[config.mk]
export PLATFORM = sky130hd
export DESIGN_NAME = uart_mem_bridge
export DESIGN_NICKNAME = d
export VERILOG_FILES = /design/src/rtl/uart_mem_pkg.sv /design/src/rtl/resp_serializer.sv /design/src/rtl/uart_mem_bridge.sv
export SDC_FILE = /design/constraint.sdc
export NUM_CORES = 1
export LEC_CHECK = 0
export CAP_MARGIN = 20
export CORE_ASPECT_RATIO = 2
export CORE_MARGIN = 10
export CORE_UTILIZATION = 40
export CTS_CLUSTER_SIZE = 20
export DETAILED_ROUTE_END_ITERATION = 10
export PLACE_DENSITY_LB_ADDON = 0.05
export SKIP_CTS_REPAIR_TIMING = 1
export SYNTH_ARGS = -nofsm -noshare
export SYNTH_HDL_FRONTEND = slang
export SYNTH_SLANG_ARGS = --single-unit
[constraint.sdc]
create_clock -name clk -period 2.15 [get_ports clk]
set_input_delay 0.43 -clock clk [delete_from_list [all_inputs] [get_ports clk]]
set_output_delay 0.43 -clock clk [all_outputs]
set_load 0.03 [all_outputs]
[src/rtl/uart_mem_pkg.sv]
// Shared opcodes and FSM encoding for the UART-to-memory command bridge.
package uart_mem_pkg;

    localparam logic [7:0] OP_SET_ADDR  = 8'h01;
    localparam logic [7:0] OP_SET_WDATA = 8'h02;
    localparam logic [7:0] OP_WRITE     = 8'h03;
    localparam logic [7:0] OP_GET_RDATA = 8'h04;
    localparam logic [7:0] OP_READ      = 8'h05;
    localparam logic [7:0] OP_SET_BE    = 8'h06;
    localparam logic [7:0] OP_STATUS    = 8'h07;
    localparam logic [7:0] RSP_ERR      = 8'hEE;

    typedef enum logic [2:0] {
        StCollect,
        StExec,
        StMemIssue,
        StMemWait,
        StResp
    } state_e;

endpackage

[src/rtl/resp_serializer.sv]
// Shifts out an (NB+1)-byte response one byte per tx_ready, header byte first,
// with one guard cycle after every tx_start so the transmitter can go busy.
module resp_serializer #(
    parameter int unsigned NB = 4
) (
    input  logic              clk,
    input  logic              reset,
    input  logic              load,
    input  logic [8*(NB+1)-1:0] load_data,
    input  logic              tx_ready,
    output logic              tx_start,
    output logic [7:0]        tx_data,
    output logic              done
);
    localparam int unsigned W    = 8 * (NB + 1);
    localparam int unsigned CntW = $clog2(NB + 2);

    typedef enum logic [1:0] {SerIdle, SerWait, SerGuard} ser_e;

    ser_e            state_q, state_d;
    logic [W-1:0]    shift_q, shift_d;
    logic [CntW-1:0] cnt_q, cnt_d;
    logic            tx_start_q, tx_start_d;
    logic [7:0]      tx_data_q, tx_data_d;

    always_comb begin
        state_d    = state_q;
        shift_d    = shift_q;
        cnt_d      = cnt_q;
        tx_start_d = 1'b0;
        tx_data_d  = tx_data_q;
        done       = 1'b0;
        unique case (state_q)
            SerIdle: begin
                if (load) begin
                    shift_d = load_data;
                    cnt_d   = CntW'(NB + 1);
                    state_d = SerWait;
                end
            end
            SerWait: begin
                if (tx_ready) begin
                    tx_start_d = 1'b1;
                    tx_data_d  = shift_q[W-1 -: 8];
                    shift_d    = shift_q << 8;
                    cnt_d      = cnt_q - CntW'(1);
                    state_d    = SerGuard;
                end
            end
            SerGuard: begin
                // tx_ready is not looked at here: the transmitter is still latching tx_start.
                if (cnt_q == '0) begin
                    done    = 1'b1;
                    state_d = SerIdle;
                end else begin
                    state_d = SerWait;
                end
            end
            default: state_d = SerIdle;
        endcase
    end

    always_ff @(posedge clk) begin
        if (reset) begin
            state_q    <= SerIdle;
            shift_q    <= '0;
            cnt_q      <= '0;
            tx_start_q <= 1'b0;
            tx_data_q  <= '0;
        end else begin
            state_q    <= state_d;
            shift_q    <= shift_d;
            cnt_q      <= cnt_d;
            tx_start_q <= tx_start_d;
            tx_data_q  <= tx_data_d;
        end
    end

    assign tx_start = tx_start_q;
    assign tx_data  = tx_data_q;

endmodule

[src/rtl/uart_mem_bridge.sv]
// Parses opcode+payload frames from a UART byte stream, runs single-dword memory
// reads/writes with a timeout, and answers every command with a framed response.
module uart_mem_bridge
    import uart_mem_pkg::*;
#(
    parameter int unsigned DATA_W   = 32,
    parameter int unsigned ADDR_W   = 32,
    parameter int unsigned FRAME_TO = 120000,
    parameter int unsigned MEM_TO   = 4096,
    parameter int unsigned AUTOINC  = 1
) (
    input  logic                clk,
    input  logic                reset,
    input  logic                rx_valid,
    input  logic [7:0]          rx_data,
    input  logic                tx_ready,
    output logic                tx_start,
    output logic [7:0]          tx_data,
    output logic                mem_rd_req,
    output logic                mem_wr_req,
    output logic [ADDR_W-1:0]   mem_addr,
    output logic [DATA_W-1:0]   mem_wr_d,
    output logic [DATA_W/8-1:0] mem_wr_byte_en,
    output logic [5:0]          mem_rd_num_dwords,
    input  logic [DATA_W-1:0]   mem_rd_d,
    input  logic                mem_rd_rdy,
    input  logic                mem_busy
);
    localparam int unsigned NB   = DATA_W / 8;
    localparam int unsigned FW   = 8 * (NB + 1);
    localparam int unsigned CntW = $clog2(NB + 2);
    localparam int unsigned FtoW = $clog2(FRAME_TO + 1);
    localparam int unsigned MtoW = $clog2(MEM_TO + 1);

    state_e            state_q, state_d;
    logic [CntW-1:0]   count_q, count_d;
    logic [FW-1:0]     frame_q, frame_d;
    logic [FtoW-1:0]   fto_q, fto_d;
    logic [MtoW-1:0]   mto_q, mto_d;
    logic [ADDR_W-1:0] addr_q, addr_d;
    logic [DATA_W-1:0] wdata_q, wdata_d, rcap_q, rcap_d;
    logic [NB-1:0]     be_q, be_d;
    logic              ovf_q, ovf_d, tmo_q, tmo_d, is_rd_q, is_rd_d, busy_prev_q;
    logic              rd_req_q, rd_req_d, wr_req_q, wr_req_d;
    logic              resp_load, resp_done;
    logic [7:0]        resp_hdr, opcode;
    logic [DATA_W-1:0] resp_pay, payload;
    logic              mem_done;

    assign opcode   = frame_q[FW-1 -: 8];
    assign payload  = frame_q[DATA_W-1:0];
    assign mem_done = is_rd_q ? mem_rd_rdy : (busy_prev_q && !mem_busy);

    always_comb begin
        state_d   = state_q;
        count_d   = count_q;
        frame_d   = frame_q;
        fto_d     = fto_q;
        mto_d     = mto_q;
        addr_d    = addr_q;
        wdata_d   = wdata_q;
        rcap_d    = rcap_q;
        be_d      = be_q;
        ovf_d     = ovf_q;
        tmo_d     = tmo_q;
        is_rd_d   = is_rd_q;
        rd_req_d  = 1'b0;
        wr_req_d  = 1'b0;
        resp_load = 1'b0;
        resp_hdr  = RSP_ERR;
        resp_pay  = '0;
        if (state_q != StCollect && rx_valid) ovf_d = 1'b1;
        unique case (state_q)
            StCollect: begin
                if (rx_valid) begin
                    frame_d = {frame_q[FW-9:0], rx_data};
                    fto_d   = '0;
                    if (count_q == CntW'(NB)) begin
                        count_d = '0;
                        state_d = StExec;
                    end else begin
                        count_d = count_q + CntW'(1);
                    end
                end else if (count_q != '0) begin
                    // Stalled partial frame: drop it so the next byte starts a fresh frame.
                    if (fto_q == FtoW'(FRAME_TO - 1)) begin
                        count_d = '0;
                        fto_d   = '0;
                    end else begin
                        fto_d = fto_q + FtoW'(1);
                    end
                end
            end
            StExec: begin
                resp_load = 1'b1;
                resp_hdr  = opcode;
                resp_pay  = payload;
                state_d   = StResp;
                case (opcode)
                    OP_SET_ADDR: begin
                        addr_d   = payload[ADDR_W-1:0];
                        resp_pay = DATA_W'(payload[ADDR_W-1:0]);
                    end
                    OP_SET_WDATA: wdata_d = payload;
                    OP_WRITE, OP_READ: begin
                        resp_load = 1'b0;
                        is_rd_d   = (opcode == OP_READ);
                        state_d   = StMemIssue;
                    end
                    OP_GET_RDATA: resp_pay = rcap_q;
                    OP_SET_BE:    be_d = payload[NB-1:0];
                    OP_STATUS: begin
                        resp_pay = DATA_W'({ovf_q, tmo_q, mem_busy});
                        tmo_d    = 1'b0;
                        ovf_d    = rx_valid;
                    end
                    default: begin
                        resp_hdr = RSP_ERR;
                        resp_pay = '0;
                    end
                endcase
            end
            StMemIssue: begin
                if (!mem_busy) begin
                    rd_req_d = is_rd_q;
                    wr_req_d = !is_rd_q;
                    mto_d    = '0;
                    state_d  = StMemWait;
                end
            end
            StMemWait: begin
                mto_d = mto_q + MtoW'(1);
                if (mem_done) begin
                    resp_load = 1'b1;
                    resp_hdr  = is_rd_q ? OP_READ : OP_WRITE;
                    resp_pay  = is_rd_q ? mem_rd_d : wdata_q;
                    if (is_rd_q) rcap_d = mem_rd_d;
                    if (AUTOINC != 0) addr_d = addr_q + ADDR_W'(1);
                    state_d = StResp;
                end else if (mto_q == MtoW'(MEM_TO - 1)) begin
                    tmo_d     = 1'b1;
                    resp_load = 1'b1;
                    state_d   = StResp;
                end
            end
            StResp: begin
                if (resp_done) state_d = StCollect;
            end
            default: state_d = StCollect;
        endcase
    end

    always_ff @(posedge clk) begin
        if (reset) begin
            state_q     <= StCollect;
            count_q     <= '0;
            frame_q     <= '0;
            fto_q       <= '0;
            mto_q       <= '0;
            addr_q      <= '0;
            wdata_q     <= '0;
            rcap_q      <= '0;
            be_q        <= '1;
            ovf_q       <= 1'b0;
            tmo_q       <= 1'b0;
            is_rd_q     <= 1'b0;
            busy_prev_q <= 1'b0;
            rd_req_q    <= 1'b0;
            wr_req_q    <= 1'b0;
        end else begin
            state_q     <= state_d;
            count_q     <= count_d;
            frame_q     <= frame_d;
            fto_q       <= fto_d;
            mto_q       <= mto_d;
            addr_q      <= addr_d;
            wdata_q     <= wdata_d;
            rcap_q      <= rcap_d;
            be_q        <= be_d;
            ovf_q       <= ovf_d;
            tmo_q       <= tmo_d;
            is_rd_q     <= is_rd_d;
            busy_prev_q <= mem_busy;
            rd_req_q    <= rd_req_d;
            wr_req_q    <= wr_req_d;
        end
    end

    resp_serializer #(
        .NB (NB)
    ) u_ser (
        .clk       (clk),
        .reset     (reset),
        .load      (resp_load),
        .load_data ({resp_hdr, resp_pay}),
        .tx_ready  (tx_ready),
        .tx_start  (tx_start),
        .tx_data   (tx_data),
        .done      (resp_done)
    );

    assign mem_rd_req        = rd_req_q;
    assign mem_wr_req        = wr_req_q;
    assign mem_addr          = addr_q;
    assign mem_wr_d          = wdata_q;
    assign mem_wr_byte_en    = be_q;
    assign mem_rd_num_dwords = 6'd1;

endmodule

==> flow_summary_export.csv, run 1 <==
group,metric,value,unit
logic_synthesis,syn_inst,1347,
die,core-area,27550,µm²
die,io_pins,131,
global_routing,grt_max_degree,76,
die,start_util,40.49,%
logic_synthesis,yosysMostFrequentCell,"nand2_1",
drt,wl_per_cell,20.70,µm
worst_setup_path,endpoint_kind,"flip-flop",
power,power.density_cell_area,582.7,nW/µm²
worst_setup_path,critPathLaunchType,"flip-flop",
worst_setup_path,critPathRequiredTime,2.59,ns
logic_synthesis,synth_cell_types,73,
die,die-area,35370,µm²
worst_setup_path,rrSetupSlack,-0.19,ns
logic_synthesis,syn_avg_cell_area,8.281,µm²
drt,drtAntennaViolNets,0,
logic_synthesis,synthFlopType,"dfxtp_1",
timing,fin_crit_sh,109.0,%
timing,setup_violations,58,
logic_synthesis,synth_top_area_share,42.36,%
clock_tree,cts-buffers-inserted,23,
worst_setup_path,cp.arrival,2.79,ns
global_routing,overflow,0,
timing,relSlewSlack,52.81,%
die,die_h,256.2,µm
clock_tree,clkLatencyLatePin,0.54,ns
drt,via_count,10840,
timing,fin_worst_skew,0.02357,ns
worst_setup_path,slowest_delay,0.53,ns
power,net-switching-power,2.097,mW
timing,hold_slack,0.1851,ns
power,netSwitchingFraction,24.03,%
clock_tree,cts_sinks,236,
timing,rsz0062_at_grt,"true",
worst_setup_path,crit_top_cell,"buf_4",
power,clock_power_share,43.3,%
place,dp_hpwl,28130,µm
die,rows,86,
logic_synthesis,yosys-top-cells-count,"238 x nand2_1, 236 x dfxtp_1, 146 x nor2_1, 141 x a21oi_1, 79 x clkbuf_1",
clock_tree,cts_buffer_depth,3,
clock_tree,tritoncts,"done",
timing,fin_crit,2.344,ns
drt,via_per_inst,5.668,
logic_synthesis,ys_ff_latch,236,
cells_and_area,areaGrowthSynthToFinish,34.28,%
power,p_comb_share,5.6,%
place,preCtsSetupSlack,-0.4301,ns
logic_synthesis,synthesis.area,11150,µm²
global_routing,grt_pass1_wl,60350,µm
place,numPortBuffers,124,
logic_synthesis,synthTopCellsByArea,"dfxtp_1 42%, nand2_1 8.0%, a21oi_1 6.3%",
cells_and_area,fin_nets,1602,
cells_and_area,n_antenna_cell,0,
logic_synthesis,yosys_warnings,0,
die,fp.dieW,138.1,µm
cells_and_area,drive_above_1_share,18.53,%
hold_path,hp-class,"in2reg",
timing,hold_violations,0,
drt,routed_wl,39580,µm
timing,worst_slack,-0.1941,ns
global_routing,grt_pass1_vias,10580,
worst_setup_path,cp_slowest_cell,"or4_4",
logic_synthesis,synth_edf_count,0,
clock_tree,cts-root-buf,"clkbuf_16",
timing,slew_violations,0,
worst_setup_path,crit_type,"reg2reg",
timing,fin_setup_tns,-6.258,ns
worst_setup_path,worst-path-max-fanout,9,
worst_setup_path,crit_chain,"or4_4, buf_4, a2111oi_4, buf_4, buf_6, buf_12, a22o_1, a221oi_1, a221oi_2",
drt,firstDrtPassIters,7,
drt,drtIter0Drc,601,
clock_tree,cts.clk_slew.worst_paths,0.06,ns
power,p_leak,5.363,nW
clock_tree,htreeDepth,1,
timing,worstMarginPinSlew,0.7015,ns
global_routing,antenna_found_initial,0,
logic_synthesis,seq_area_frac_synth,42.36,%
place,place.gp.congestion,0.8837,
timing,fmaxAchievable,0.4266,GHz
global_routing,grt_use_total,20.66,%
outcome,violations,"negative setup slack",
job,cap_violations,0,
logic_synthesis,yosys.area.top_type,"dfxtp_1",
power,peakVddDrop,0.5154,mV
power,p_seq_share,51.0,%
power,p_int,6.631,mW
outcome,status,"finished, violations left",
logic_synthesis,synth_async_sr_flop_share,0,%
drt,drc,0,
layer usage:
layer | up-vias | share of wire (%) | track usage, % | wire, µm
li1 | 5212 | - | - | -
met1 | 5286 | 39 | 23.03 | 15550
met2 | 261 | 53 | 37.51 | 20890
met3 | 78 | 3.6 | 2.786 | 1439
met4 | 0 | 4.3 | 9.765 | 1700
met5 | - | 0 | 0 | 0
final cells by class:
type / count / area, µm²
sequential: 236 / 4731
multi-input combinational: 984 / 6231
inverter: 19 / 71.32
clock inverter: 6 / 33.78
clock buffer: 30 / 621.8
timing repair buffer: 285 / 2849
fill: 2700 / 12570
tap: 352 / 440.4
logic make-up after synthesis:
group                    after synthesis  synth area share (%)
AO/OA/AOI/OAI                        343                 21.86
buffers and inverters                131                 4.969
XOR/XNOR                              17                 1.335
other                                  2               0.06733
adder cells (fa/ha/maj)                7                0.7852
AND/OR/NAND/NOR                      537                 21.93
multiplexers                          74                 6.697
flip-flops                           236                 42.36
placed cells by master, fill, tap and decap left out, types with 15 or more instances in the layout:
cell type          n
a21oi_1          135
a221oi_1          15
a221oi_2          34
a22o_1            37
buf_12            21
buf_4            122
clkbuf_16         24
clkdlybuf4s50_1  105
dfxtp_1          231
dlymetal6s2s_1    18
inv_1             19
mux2i_1           68
nand2_1          237
nand3_1           29
nand4_1           25
nor2_1           142
o21ai_0           27
power by group through the flow:
stage               Combinational [mW]  Sequential [mW]  Clock [mW]
finish                           0.491             4.45        3.78
global route                     0.527             4.46        4.02
CTS                              0.478             4.45        3.86
detailed placement               0.477             4.55           0
global placement                 0.474             4.55           0
floorplan                        0.265             4.53           0
flip-flops by register name (all words and copies together) (netlist names):
signal	count
frame_q	40
u_ser.shift_q	40
mem_addr	32
mem_wr_d	32
rcap_q	32
fto_q	17
mto_q	13
u_ser.tx_data	8
mem_wr_byte_en	4
count_q	3
state_q	3
u_ser.cnt_q	3
u_ser.state_q	2
busy_prev_q	1
is_rd_q	1
mem_rd_req	1
mem_wr_req	1
ovf_q	1
tmo_q	1
u_ser.tx_start	1
final timing paths:
| kind | startpoint | endpoint | depth (start not counted) |
|---|---|---|---|
| worst min register to register | rcap_q[3] | rcap_q[3] | 2 |
| worst min-delay path | reset | count_q[0] | 2 |
| worst max-delay path | frame_q[38] | u_ser.shift_q[31] | 9 |
| worst max register to register | frame_q[38] | u_ser.shift_q[31] | 9 |
worst max-delay path: cells and delay by family, from the launching register on:
family,cells,cell delay [ns]
AOI/OAI and AO/OA,4,0.72
DFF,1,0.34
buffers and inverters,4,0.63
and+or+nand+nor,1,0.53
per-stage QoR:
step / total power, mW / utilization (%) / std cells / cell area (µm²)
2_1_floorplan: 4.791 / - / 1351 / 11220
3_3_place_gp: 5.026 / 49.67 / 1849 / 13680
3_5_place_dp: 5.029 / 49.67 / 1849 / 13680
4_1_cts: 8.792 / 52.05 / 1885 / 14340
5_1_grt: 9.000 / 54.37 / 1912 / 14980
6_report: 8.728 / 54.37 / 1912 / 14980
Note: power is estimated with default switching activity, not from simulation.
==> inputs of run 2 (changes only) <==
- clock period: 2.15 -> 2.2 ns (I/O delays scaled with it)
==> run 2 against run 1 <==
Compared with the run above: the flow still finishes with violations (negative setup slack); total power decreased by 0.15%; fmax decreased by 3.1%; final area fell by 0.73%; sequential share of layout area grew 0.22 points; combinational power is 5.9% lower; critical endpoint is now u_ser.shift_q[9]; highest routed layer unchanged.
==> flow_summary_export.csv, run 2 (synthesis results as in run 1) <==
group,metric,value,unit
global_routing,grt_pass1_wl,59400,µm
worst_setup_path,cp.arrival,2.87,ns
worst_setup_path,critPathRequiredTime,2.65,ns
place,placed_cell_area,13670,µm²
clock_tree,cts-buffers-inserted,23,
drt,via_count,10610,
worst_setup_path,reg2reg_depth,8,
drt,drtAntennaViolNets,0,
timing,fin_worst_skew,0.01845,ns
cells_and_area,fillers,2652,
drt,drtIter0Drc,651,
outcome,status,"finished, violations left",
worst_setup_path,timing.rr.start,"state_q[2]",
drt,drc,0,
cells_and_area,drive_above_1_share,17.19,%
worst_setup_path,timing.rr.end,"u_ser.shift_q[9]",
die,fp.dieW,138.1,µm
drt,wl_per_cell,20.19,µm
drt,via_per_inst,5.601,
clock_tree,tritoncts,"done",
place,place.gp.congestion,0.8777,
worst_setup_path,endpoint_kind,"flip-flop",
timing,hold_slack,0.2435,ns
die,rows,86,
cells_and_area,seq_area,4730,µm²
power,peakVddDrop,0.4521,mV
global_routing,grt_pass1_vias,10460,
cells_and_area,layout_common_cells,"238 x nand2_1, 232 x dfxtp_1, 143 x nor2_1",
power,p_comb_share,5.3,%
power,clock_power_share,44.7,%
timing,fin_crit,2.419,ns
timing,slew_violations,0,
timing,fmaxAchievable,0.4134,GHz
die,core-area,27550,µm²
power,netSwitchingFraction,23.54,%
outcome,violations,"negative setup slack",
clock_tree,cts.clk_slew.worst_paths,0.07,ns
cells_and_area,fin_nets,1582,
worst_setup_path,crit_top_cell,"buf_12",
worst_setup_path,crit_type,"reg2reg",
clock_tree,htreeDepth,1,
power,p_leak,5.074,nW
worst_setup_path,critPathLaunchType,"flip-flop",
power,p_seq_share,50.0,%
global_routing,antenna_found_initial,0,
power,net-switching-power,2.051,mW
place,numPortBuffers,124,
clock_tree,cts_sinks,236,
drt,firstDrtPassIters,5,
timing,worstMarginPinSlew,0.5978,ns
cells_and_area,n_antenna_cell,0,
job,cap_violations,0,
cells_and_area,fin_area,14870,µm²
timing,relSlewSlack,60.15,%
clock_tree,cts-root-buf,"clkbuf_16",
cells_and_area,mostFrequentLayoutCell,"nand2_1",
global_routing,overflow,0,
power,p_total,8.715,mW
die,start_util,40.49,%
cells_and_area,multi_input_area,6230,µm²
timing,hold_violations,0,
hold_path,hp-class,"in2reg",
power,p_int,6.664,mW
timing,worst_slack,-0.2192,ns
clock_tree,clkLatencyLatePin,0.54,ns
worst_setup_path,critPathLaunch,"state_q[2]",
global_routing,grt_use_total,20.19,%
drt,routed_wl,38240,µm
power,power.density_cell_area,586.1,nW/µm²
worst_setup_path,crit_end,"u_ser.shift_q[9]",
worst_setup_path,cp_slowest_cell,"or4b_4",
place,dp_hpwl,27380,µm
timing,setup_violations,33,
die,io_pins,131,
timing,rsz0062_at_grt,"true",
cells_and_area,largestRegisters,"frame_q x40, u_ser.shift_q x40",
place,preCtsSetupSlack,-0.3889,ns
global_routing,grt_max_degree,109,
die,die-area,35370,µm²
die,die_h,256.2,µm
hold_path,hp-start,"reset",
clock_tree,cts_buffer_depth,3,
worst_setup_path,crit_chain,"or4b_4, or3_4, nor4b_4, buf_4, buf_12, buf_12, a221oi_4, a221oi_2",
worst_setup_path,rrSetupSlack,-0.22,ns
timing,fin_crit_sh,110.0,%
worst_setup_path,worst-path-max-fanout,7,
cells_and_area,areaGrowthSynthToFinish,33.30,%
worst_setup_path,slowest_delay,0.55,ns
## run 2: stage by stage
step	TNS (ns)	util (%)	instances
floorplan	-2.219	-	1351
global placement	-19.67	49.64	1847
detailed placement	-21.60	49.64	1847
CTS	-8.633	52.23	1885
global route	-8.083	53.98	1894
finish	-4.576	53.98	1894
## run 2: area by class of cell
| type | count | area share, % |
|---|---|---|
| Tap cell | 352 | 2.962 |
| Timing Repair Buffer | 265 | 18.07 |
| Sequential cell | 236 | 31.81 |
| Multi-Input combinational cell | 984 | 41.90 |
| Clock inverter | 7 | 0.4460 |
| Inverter | 19 | 0.4796 |
| Clock buffer | 31 | 4.342 |
## run 2: power groups by stage
stage | clock network (mW) | registers (mW) | logic, mW
final | 3.90 | 4.35 | 0.462
after global routing | 4.14 | 4.35 | 0.499
after floorplan | 0 | 4.42 | 0.258
after global placement | 0 | 4.45 | 0.453
after CTS | 4.00 | 4.35 | 0.455
after detailed placement | 0 | 4.45 | 0.454
## run 2: layer usage
metal / GRT usage (%) / routed length (µm) / vias up / part of all wire, %
met3: 2.879 / 1640 / 55 / 4.3
li1: - / - / 5182 / -
met1: 23.00 / 15330 / 5119 / 40
met5: 0 / 0 / - / 0
met2: 36.99 / 20300 / 253 / 53
met4: 7.265 / 969 / 0 / 2.5
## run 2: worst min-delay path by stage
stage | depth (start not counted) | to | slack, ns
6_report | 2 | ovf_q | 0.24
5_1_grt | 2 | count_q[1] | 0.25
4_1_cts | 2 | ovf_q | 0.22
3_5_place_dp | 2 | u_ser.tx_data[3] | 0.45
3_3_place_gp | 2 | u_ser.tx_data[6] | 0.44
2_1_floorplan | 2 | u_ser.tx_data[2] | 0.43
## run 2: worst max-delay path: cells and delay by family, from the launching register on
family | cells | cell delay, ns
AND/OR/NAND/NOR | 3 | 1.24
AO/OA/AOI/OAI | 2 | 0.32
flip-flops | 1 | 0.33
buffers and inverters | 3 | 0.44
==> inputs of run 3 (changes only) <==
- CTS_BUF_LIST: not set -> sky130_fd_sc_hd__clkbuf_8
==> run 3 against run 2 <==
Compared with the run above: the run still ends with negative setup slack left; utilization about the same; first-iteration DRC count increased by 1.4%; global-route usage increased by 0.17 points; clock skew decreased by 0.0079 ns; critical path type unchanged; highest routed layer unchanged.
==> flow_summary_export.csv, run 3 (synthesis results as in run 1) <==
group,metric,value,unit
outcome,status,"finished, violations left",
outcome,violations,"negative setup slack",
cells_and_area,layout_common_cells,"237 x nand2_1, 232 x dfxtp_1, 144 x nor2_1",
clock_tree,cts_sinks,236,
cells_and_area,areaGrowthSynthToFinish,33.25,%
global_routing,grt_use_total,20.37,%
timing,fin_crit,2.457,ns
clock_tree,cts-buffers-inserted,37,
worst_setup_path,crit_chain,"or4b_4, or3_4, nor4b_4, buf_12, buf_12, buf_8, a21oi_4, a221oi_2",
power,p_leak,5.277,nW
timing,setup_violations,76,
hold_path,holdPathStages,2,
timing,fmaxAchievable,0.4070,GHz
worst_setup_path,worst-path-stages,8,
worst_setup_path,path_buf_inv,3,
worst_setup_path,crit_top_cell,"buf_12",
drt,firstDrtPassIters,5,
cells_and_area,fin_nets,1597,
worst_setup_path,path_delay_family,"simple AND/OR/NAND/NOR gates",
power,p_total,8.567,mW
worst_setup_path,slowest_delay,0.54,ns
cells_and_area,mostFrequentLayoutCell,"nand2_1",
drt,drtAntennaViolNets,0,
die,start_util,40.49,%
worst_setup_path,reg2reg_depth,8,
drt,wl_per_cell,19.93,µm
die,die-area,35370,µm²
global_routing,overflow,0,
clock_tree,clkLatencyLatePin,0.56,ns
timing,relSlewSlack,58.05,%
worst_setup_path,rrSetupSlack,-0.26,ns
hold_path,hp-class,"in2reg",
worst_setup_path,critPathLaunchType,"flip-flop",
worst_setup_path,cp_slowest_cell,"or4b_4",
cells_and_area,fin_area,14860,µm²
place,placed_cell_area,13670,µm²
global_routing,grt_max_degree,109,
drt,routed_wl,38300,µm
global_routing,grt_pass1_wl,59550,µm
timing,hold_violations,0,
clock_tree,tritoncts,"done",
clock_tree,htreeDepth,2,
timing,fin_worst_skew,0.01056,ns
worst_setup_path,endpoint_kind,"flip-flop",
die,die_h,256.2,µm
die,io_pins,131,
place,place.gp.congestion,0.8777,
die,core-area,27550,µm²
cells_and_area,final_util,53.96,%
clock_tree,cts.clk_slew.worst_paths,0.07,ns
worst_setup_path,cp.arrival,2.92,ns
timing,worstMarginPinSlew,0.6269,ns
power,power.density_cell_area,576.4,nW/µm²
cells_and_area,drive_above_1_share,17.53,%
place,numPortBuffers,124,
die,rows,86,
worst_setup_path,critPathRequiredTime,2.66,ns
timing,rsz0062_at_grt,"true",
global_routing,antenna_found_initial,1,
place,place_inst,1847,
timing,slew_violations,0,
clock_tree,cts-root-buf,"clkbuf_8",
cells_and_area,largestRegisters,"frame_q x40, u_ser.shift_q x40",
job,cap_violations,0,
timing,worst_slack,-0.2571,ns
power,peakVddDrop,0.4049,mV
cells_and_area,final_cells,1922,
place,dp_hpwl,27380,µm
timing,fin_crit_sh,111.7,%
global_routing,grt_pass1_vias,10630,
drt,via_per_inst,5.534,
worst_setup_path,crit_type,"reg2reg",
drt,via_count,10640,
worst_setup_path,worst-path-max-fanout,7,
die,fp.dieW,138.1,µm
drt,drtIter0Drc,660,
clock_tree,cts_buffer_depth,3,
drt,drc,0,
cells_and_area,fillers,2679,
[run 3: changes by cell type in the layout (fill, tap and decap cells not counted), sizes merged]
cell	previous run	this run
clkinv	4	3
clkbuf	34	46
buf	139	142
clkdlybuf4s50	117	109
diode	0	1
clkinvlp	1	2
inv	20	32
dlymetal6s2s	6	14
[run 3: layout make-up]
type                       instances  area, µm²  share of cell area [%]
antenna                            1      2.502                 0.01684
tap                              352      440.4                   2.963
clock buffer                      45      619.3                   4.167
inverter                          19      71.32                  0.4798
multi-input combinational        984       6182                   41.59
clock inverter                    19      108.9                  0.7324
timing repair buffer             266       2709                   18.23
sequential                       236       4730                   31.82
[run 3: report_power, final]
group	switching [mW]	total (mW)	internal, mW	leakage (nW)
Sequential	0.0509	4.36	4.30	1.91
Combinational	0.268	0.464	0.196	2.95
Clock	1.78	3.75	1.97	0.419
[run 3: per-stage QoR]
step / setup slack, ns / setup TNS (ns) / hold slack (ns)
floorplan: -0.1141 / -2.219 / 0.4274
global placement: -0.3746 / -19.67 / 0.4404
CTS: -0.1990 / -9.357 / 0.1832
detailed placement: -0.3889 / -21.60 / 0.4466
finish: -0.2571 / -7.143 / 0.2079
global route: -0.2963 / -12.55 / 0.2118
[run 3: final timing paths]
check              startpoint           endpoint
max                state_q[2]  u_ser.shift_q[30]
min                     reset              ovf_q
max reg2reg        state_q[2]  u_ser.shift_q[30]
min reg2reg  u_ser.tx_data[3]   u_ser.tx_data[3]
[run 3: worst register-to-register path, cell delays in order (launching register included)]
cell,delay [ns]
dfxtp_2,0.33
or4b_4,0.54
or3_4,0.43
nor4b_4,0.33
buf_12,0.18
buf_12,0.14
buf_8,0.11
a21oi_4,0.05
a221oi_2,0.25
[run 3: metal layers]
layer  vias to the layer above  global-route usage [%]  wire length (µm)  part of all wire [%]
li1                       5223                       -                 -                     -
met5                         -                       0                 0                     0
met4                         0                   8.500              1319                   3.4
met1                      5073                   22.67             15240                    40
met2                       263                   36.98             20120                    53
met3                        77                   3.492              1624                   4.2
